--- config.mk ---
export PLATFORM = sky130hd
export DESIGN_NAME = isram_arbiter
export DESIGN_NICKNAME = d
export VERILOG_FILES = /design/src/rtl/isram_arbiter.sv
export SDC_FILE = /design/constraint.sdc
export NUM_CORES = 1
export LEC_CHECK = 0
export BUFFER_PORTS_ARGS = -buffer_cell sky130_fd_sc_hd__buf_2
export CAP_MARGIN = 10
export CORE_AREA = 2 2 170 172
export CTS_BUF_LIST = sky130_fd_sc_hd__clkbuf_2 sky130_fd_sc_hd__clkbuf_4 sky130_fd_sc_hd__clkbuf_8
export DETAILED_ROUTE_END_ITERATION = 6
export DIE_AREA = 0 0 172 174
export PLACE_DENSITY = 0.43
export SETUP_SLACK_MARGIN = 0.1
export SLEW_MARGIN = 20
export SYNTH_ARGS = -nofsm -noshare
export SYNTH_HDL_FRONTEND = slang
export SYNTH_SLANG_ARGS = --single-unit
--- constraint.sdc ---
create_clock -name clk -period 1 [get_ports clk]
set_input_delay 0 -clock clk [delete_from_list [all_inputs] [get_ports clk]]
set_output_delay 0 -clock clk [all_outputs]
set_load 0.1 [all_outputs]
--- src/rtl/isram_arbiter.sv ---
// ---------------------------------------------------------------------------
// isram_arbiter
//   Shares the single-port instruction SRAM between the fetch unit and the
//   load/store unit. Load/store normally wins. A starvation counter forces
//   one fetch slot after STARVE_MAX consecutive load/store grants that were
//   issued while fetch was waiting. Read ownership is registered so each
//   requester sees its rvalid/rdata one cycle after its grant. The last
//   fetch word is held so fe_rdata stays stable while load/store owns the
//   SRAM.
//
// Ports
//   clk, cpurst_n                 clock, asynchronous active-low reset
//   fe_req/fe_adr                 fetch read request (doubleword address)
//   fe_gnt/fe_rvalid/fe_rdata     fetch grant, read return, data (or held word)
//   ls_req/ls_we/ls_adr           load/store request, write flag, address
//   ls_wdata/ls_wbe               load/store write data and byte enables
//   ls_gnt/ls_rvalid/ls_rdata     load/store grant, read return, data
//   sram_cs/we/adr/wdata/wbe      SRAM command, issued in the grant cycle
//   sram_rdata                    SRAM read data, one cycle after a read
//   lr_isram_cs/lr_isram_cs_ff    load/store grant and its registered copy
// ---------------------------------------------------------------------------
module isram_arbiter #(
    parameter int STARVE_MAX = 4,
    parameter int DW         = 64
) (
    input  logic              clk,
    input  logic              cpurst_n,
    input  logic              fe_req,
    input  logic [28:0]       fe_adr,
    output logic              fe_gnt,
    output logic              fe_rvalid,
    output logic [DW-1:0]     fe_rdata,
    input  logic              ls_req,
    input  logic              ls_we,
    input  logic [28:0]       ls_adr,
    input  logic [DW-1:0]     ls_wdata,
    input  logic [DW/8-1:0]   ls_wbe,
    output logic              ls_gnt,
    output logic              ls_rvalid,
    output logic [DW-1:0]     ls_rdata,
    output logic              sram_cs,
    output logic              sram_we,
    output logic [28:0]       sram_adr,
    output logic [DW-1:0]     sram_wdata,
    output logic [DW/8-1:0]   sram_wbe,
    input  logic [DW-1:0]     sram_rdata,
    output logic              lr_isram_cs,
    output logic              lr_isram_cs_ff
);

    typedef enum logic {ARB = 1'b0, FORCE = 1'b1} state_t;

    state_t        state, state_next;
    logic [3:0]    starve_cnt, starve_cnt_next;
    logic          fe_vld_p1;
    logic          ls_vld_p1;
    logic          cs_p1;
    logic [DW-1:0] hold_p1;

    // State register and read-return stage
    always_ff @(posedge clk or negedge cpurst_n) begin
        if (!cpurst_n) begin
            state      <= ARB;
            starve_cnt <= 4'd0;
            fe_vld_p1  <= 1'b0;
            ls_vld_p1  <= 1'b0;
            cs_p1      <= 1'b0;
            hold_p1    <= '0;
        end else begin
            state      <= state_next;
            starve_cnt <= starve_cnt_next;
            fe_vld_p1  <= fe_gnt;
            ls_vld_p1  <= ls_gnt & ~ls_we;
            cs_p1      <= ls_gnt;
            // The fresh fetch word is captured while it is on sram_rdata
            if (fe_vld_p1)
                hold_p1 <= sram_rdata;
        end
    end

    // Next-state: only load/store grants that leave fetch waiting count
    // toward starvation; everything else clears the counter.
    always_comb begin
        state_next      = ARB;
        starve_cnt_next = 4'd0;
        if (state == ARB && ls_gnt && fe_req) begin
            starve_cnt_next = starve_cnt + 4'd1;
            if (starve_cnt_next == 4'(STARVE_MAX))
                state_next = FORCE;
        end
    end

    // Grants: FORCE only overrides load/store while fetch is actually
    // requesting; otherwise it arbitrates exactly like ARB.
    always_comb begin
        fe_gnt = 1'b0;
        ls_gnt = 1'b0;
        if (state == FORCE && fe_req)
            fe_gnt = 1'b1;
        else if (ls_req)
            ls_gnt = 1'b1;
        else if (fe_req)
            fe_gnt = 1'b1;
    end

    // SRAM command mux; with no grant the address follows fetch
    assign sram_cs    = fe_gnt | ls_gnt;
    assign sram_we    = ls_gnt & ls_we;
    assign sram_adr   = ls_gnt ? ls_adr : fe_adr;
    assign sram_wdata = ls_gnt ? ls_wdata : '0;
    assign sram_wbe   = ls_gnt ? ls_wbe : '0;

    assign ls_rvalid      = ls_vld_p1;
    assign ls_rdata       = sram_rdata;
    assign fe_rvalid      = fe_vld_p1;
    assign fe_rdata       = fe_vld_p1 ? sram_rdata : hold_p1;
    assign lr_isram_cs    = ls_gnt;
    assign lr_isram_cs_ff = cs_p1;

endmodule

==> results.json <==
{
  "status": "finished with violations",
  "violations": "hold timing, setup timing",
  "synthCells": 338,
  "cp_slowest_cell": "dfrtp_1",
  "max-slew-margin-rel": 0.661,
  "vias_per_cell": 3.37,
  "syn-num-nets": 539,
  "cp_max_fo": 12,
  "setup_slack_ps": -750,
  "endpoint_kind": "output port",
  "ys_seq_area_frac": 0.442,
  "grt_pass1_wl_um": 24800,
  "fp-row-count": 62,
  "area_delta_synth_final_pct": 149,
  "grt_max_degree": 49,
  "cts_made_buffers": 9,
  "via_count": 3879,
  "synth_cell_type_count": 18,
  "cts_tree": "done",
  "drive_gt1_frac": 0.893,
  "grt_pass1_vias": 3948,
  "hold_ws_ps": -85.7,
  "initial_utilization": 0.144,
  "grt_use_total": 0.111,
  "reg2reg_from": "fe_rvalid$_DFF_PN0_",
  "cp_num_buf_inv": 3,
  "min_from": "sram_rdata[61]",
  "drv_slew": 0,
  "fillers": 2787,
  "syn_area_per_cell_um2": 12.1,
  "hold_end": "hold_p1[61]$_DFF_PN0_",
  "crit_chain": "a21boi_4 > buf_12 > buf_12 > mux2_4 > buf_12",
  "rsz0062_at_grt": "true",
  "cpMostUsedCell": "buf_12",
  "hold_depth": 2,
  "antenna_found_initial": 1,
  "critPathTopFamily": "buffers and inverters",
  "fin_skew_ps": 7.39,
  "drt-wirelength-per-cell_um": 15.1,
  "worstRegToRegCells": 4,
  "die_h_um": 174,
  "postCtsHoldBufs": 2,
  "drv_cap": 0,
  "ant_nets": 0,
  "core_area_um2": 28200,
  "ir_drop_v": 0.000642,
  "dr.pass1.iters": 4,
  "power_w": 0.0172,
  "rrSetupSlack_ps": -390,
  "clkTransAtPathRegs_ps": 90,
  "die-area_um2": 29900,
  "ioPinCount": 436,
  "hold_viol": 48,
  "setup_viol": 240,
  "place_congestion": 0.726,
  "die_w_um": 172,
  "finalCriticalPeriod_ps": 1750,
  "critPathRequiredTime_ps": 1000,
  "hold_class": "in2reg",
  "yosys_warnings": 0,
  "diodes": 0,
  "io_buffers": 435,
  "ff_latch_area_um2": 1810,
  "p_leak_nw": 5.05,
  "grt_overflow": 0,
  "h-tree-depth": 3,
  "ctsLongestPathBuffers": 2,
  "cp-startpoint": "state$_DFF_PN0_",
  "drtIter0Drc": 163,
  "start_kind": "register",
  "r2r_end": "hold_p1[27]$_DFF_PN0_",
  "clock_sinks": 72,
  "crit_cells": 5,
  "path_class": "reg2out",
  "root_buffer": "clkbuf_8",
  "fin_nets": 962,
  "powerDensity_nw_per_um2": 1690,
  "timing.fmax_mhz": 571,
  "drc": 0,
  "critPathArrivalTime_ps": 1750,
  "clk-insertion-delay-late_ps": 360,
  "multiInputGateArea_um2": 2170,
  "syn_area_um2": 4080,
  "crit_path_max_incr_delay_ps": 420,
  "dp_hpwl_um": 14800,
  "fin_crit_sh": 1.75,
  "routed_wl_um": 17400,
  "synth-seq-cells": 72,
  "worst_slew_pin_slew_ps": 512
}
-- cell families after synthesis --
kind of cell	Yosys count	share of synthesized area
buf+inv	85	0.162
flops	72	0.442
mux	93	0.257
xor+xnor	2	0.00429
simple gates	82	0.123
compound gates	2	0.00644
fa+ha+maj	2	0.00613
-- cell type report --
class	count	area share
tap	384	0.0472
clock inverter	7	0.00787
sequential	72	0.177
inverter	2	0.000738
multi-input combinational	181	0.214
clock buffer	9	0.0122
timing repair buffer	495	0.541
-- Yosys cell counts --
| master | number | area [um2] |
|---|---|---|
| xnor2_1 | 1 | 8.76 |
| mux2_2 | 93 | 1050 |
| inv_1 | 2 | 7.51 |
| xor2_1 | 1 | 8.76 |
| and3_1 | 1 | 6.26 |
| and2_1 | 73 | 457 |
| buf_4 | 72 | 541 |
| ha_1 | 2 | 25.0 |
| or2_2 | 1 | 6.26 |
| buf_6 | 9 | 101 |
| a21boi_0 | 1 | 7.51 |
| nand3b_1 | 1 | 7.51 |
| buf_2 | 2 | 10.0 |
| a21boi_4 | 1 | 18.8 |
| nor2b_1 | 1 | 6.26 |
| nor2_1 | 4 | 15.0 |
| nand3_1 | 1 | 5.00 |
| dfrtp_1 | 72 | 1800 |
-- metal layers --
layer	vias to the layer above	GRT usage	share of wire	routed length (um)
met5	-	0	0.00075	13
met4	2	0.0277	0.012	205
met3	17	0.0269	0.050	877
met2	140	0.199	0.54	9480
met1	1829	0.132	0.39	6830
li1	1891	-	-	-
-- stage by stage --
step / setup slack (ps) / instance area, um2 / std cells / utilization / setup TNS (ps)
after floorplan: -576 / 4680 / 338 / - / -94220
after global placement: -381 / 9560 / 1109 / 0.338 / -69850
after detailed placement: -378 / 9560 / 1109 / 0.338 / -69250
after CTS: -810 / 10100 / 1142 / 0.356 / -143540
after global routing: -846 / 10200 / 1150 / 0.360 / -151610
final: -750 / 10200 / 1150 / 0.360 / -134400
-- repair_timing --
action                                 in CTS  in global routing
endpoints found under the hold margin     136                 60
setup endpoints to repair                 243                244
buffers inserted                           15                 15
cloned                                      0                  1
gates resized for setup                    41                 17
pin swaps                                   1                  0
-- how the worst max path moves through the flow --
stage                                 to  slack, ps
detailed placement          sram_adr[25]       -380
floorplan           hold_p1[0]$_DFF_PN0_       -580
global route                 sram_adr[9]       -850
CTS                         sram_adr[24]       -810
global placement            sram_adr[25]       -380
finish                       sram_adr[2]       -750
-- cell usage in the layout, fill, tap and decap left out, types with 2 or more instances in the layout --
cell / count
and2_4: 73
dlygate4sd3_1: 2
a21boi_4: 2
clkbuf_8: 9
clkinv_4: 2
buf_4: 18
nor2_1: 2
dfrtp_1: 71
nor2_2: 2
buf_6: 21
buf_8: 10
buf_12: 181
buf_2: 262
mux2_4: 92
-- registers in the layout, summed over array words and instances (netlist names) --
signal          count
lr_isram_cs_ff      1
ls_rvalid           1
hold_p1            64
starve_cnt          4
fe_rvalid           1
state               1
-- where the power goes --
group          switching (W)  total, W  internal, W
logic                0.00732    0.0114      0.00409
clock network        0.00123   0.00241      0.00118
registers           0.000114   0.00341      0.00330
-- worst reg2reg max path: cells and delay by family (launching register included) --
| kind | cells | cell delay (ps) |
|---|---|---|
| muxes | 1 | 330 |
| DFF | 1 | 510 |
| buffers and inverters | 3 | 450 |
Power figures use the tool's default switching activity.
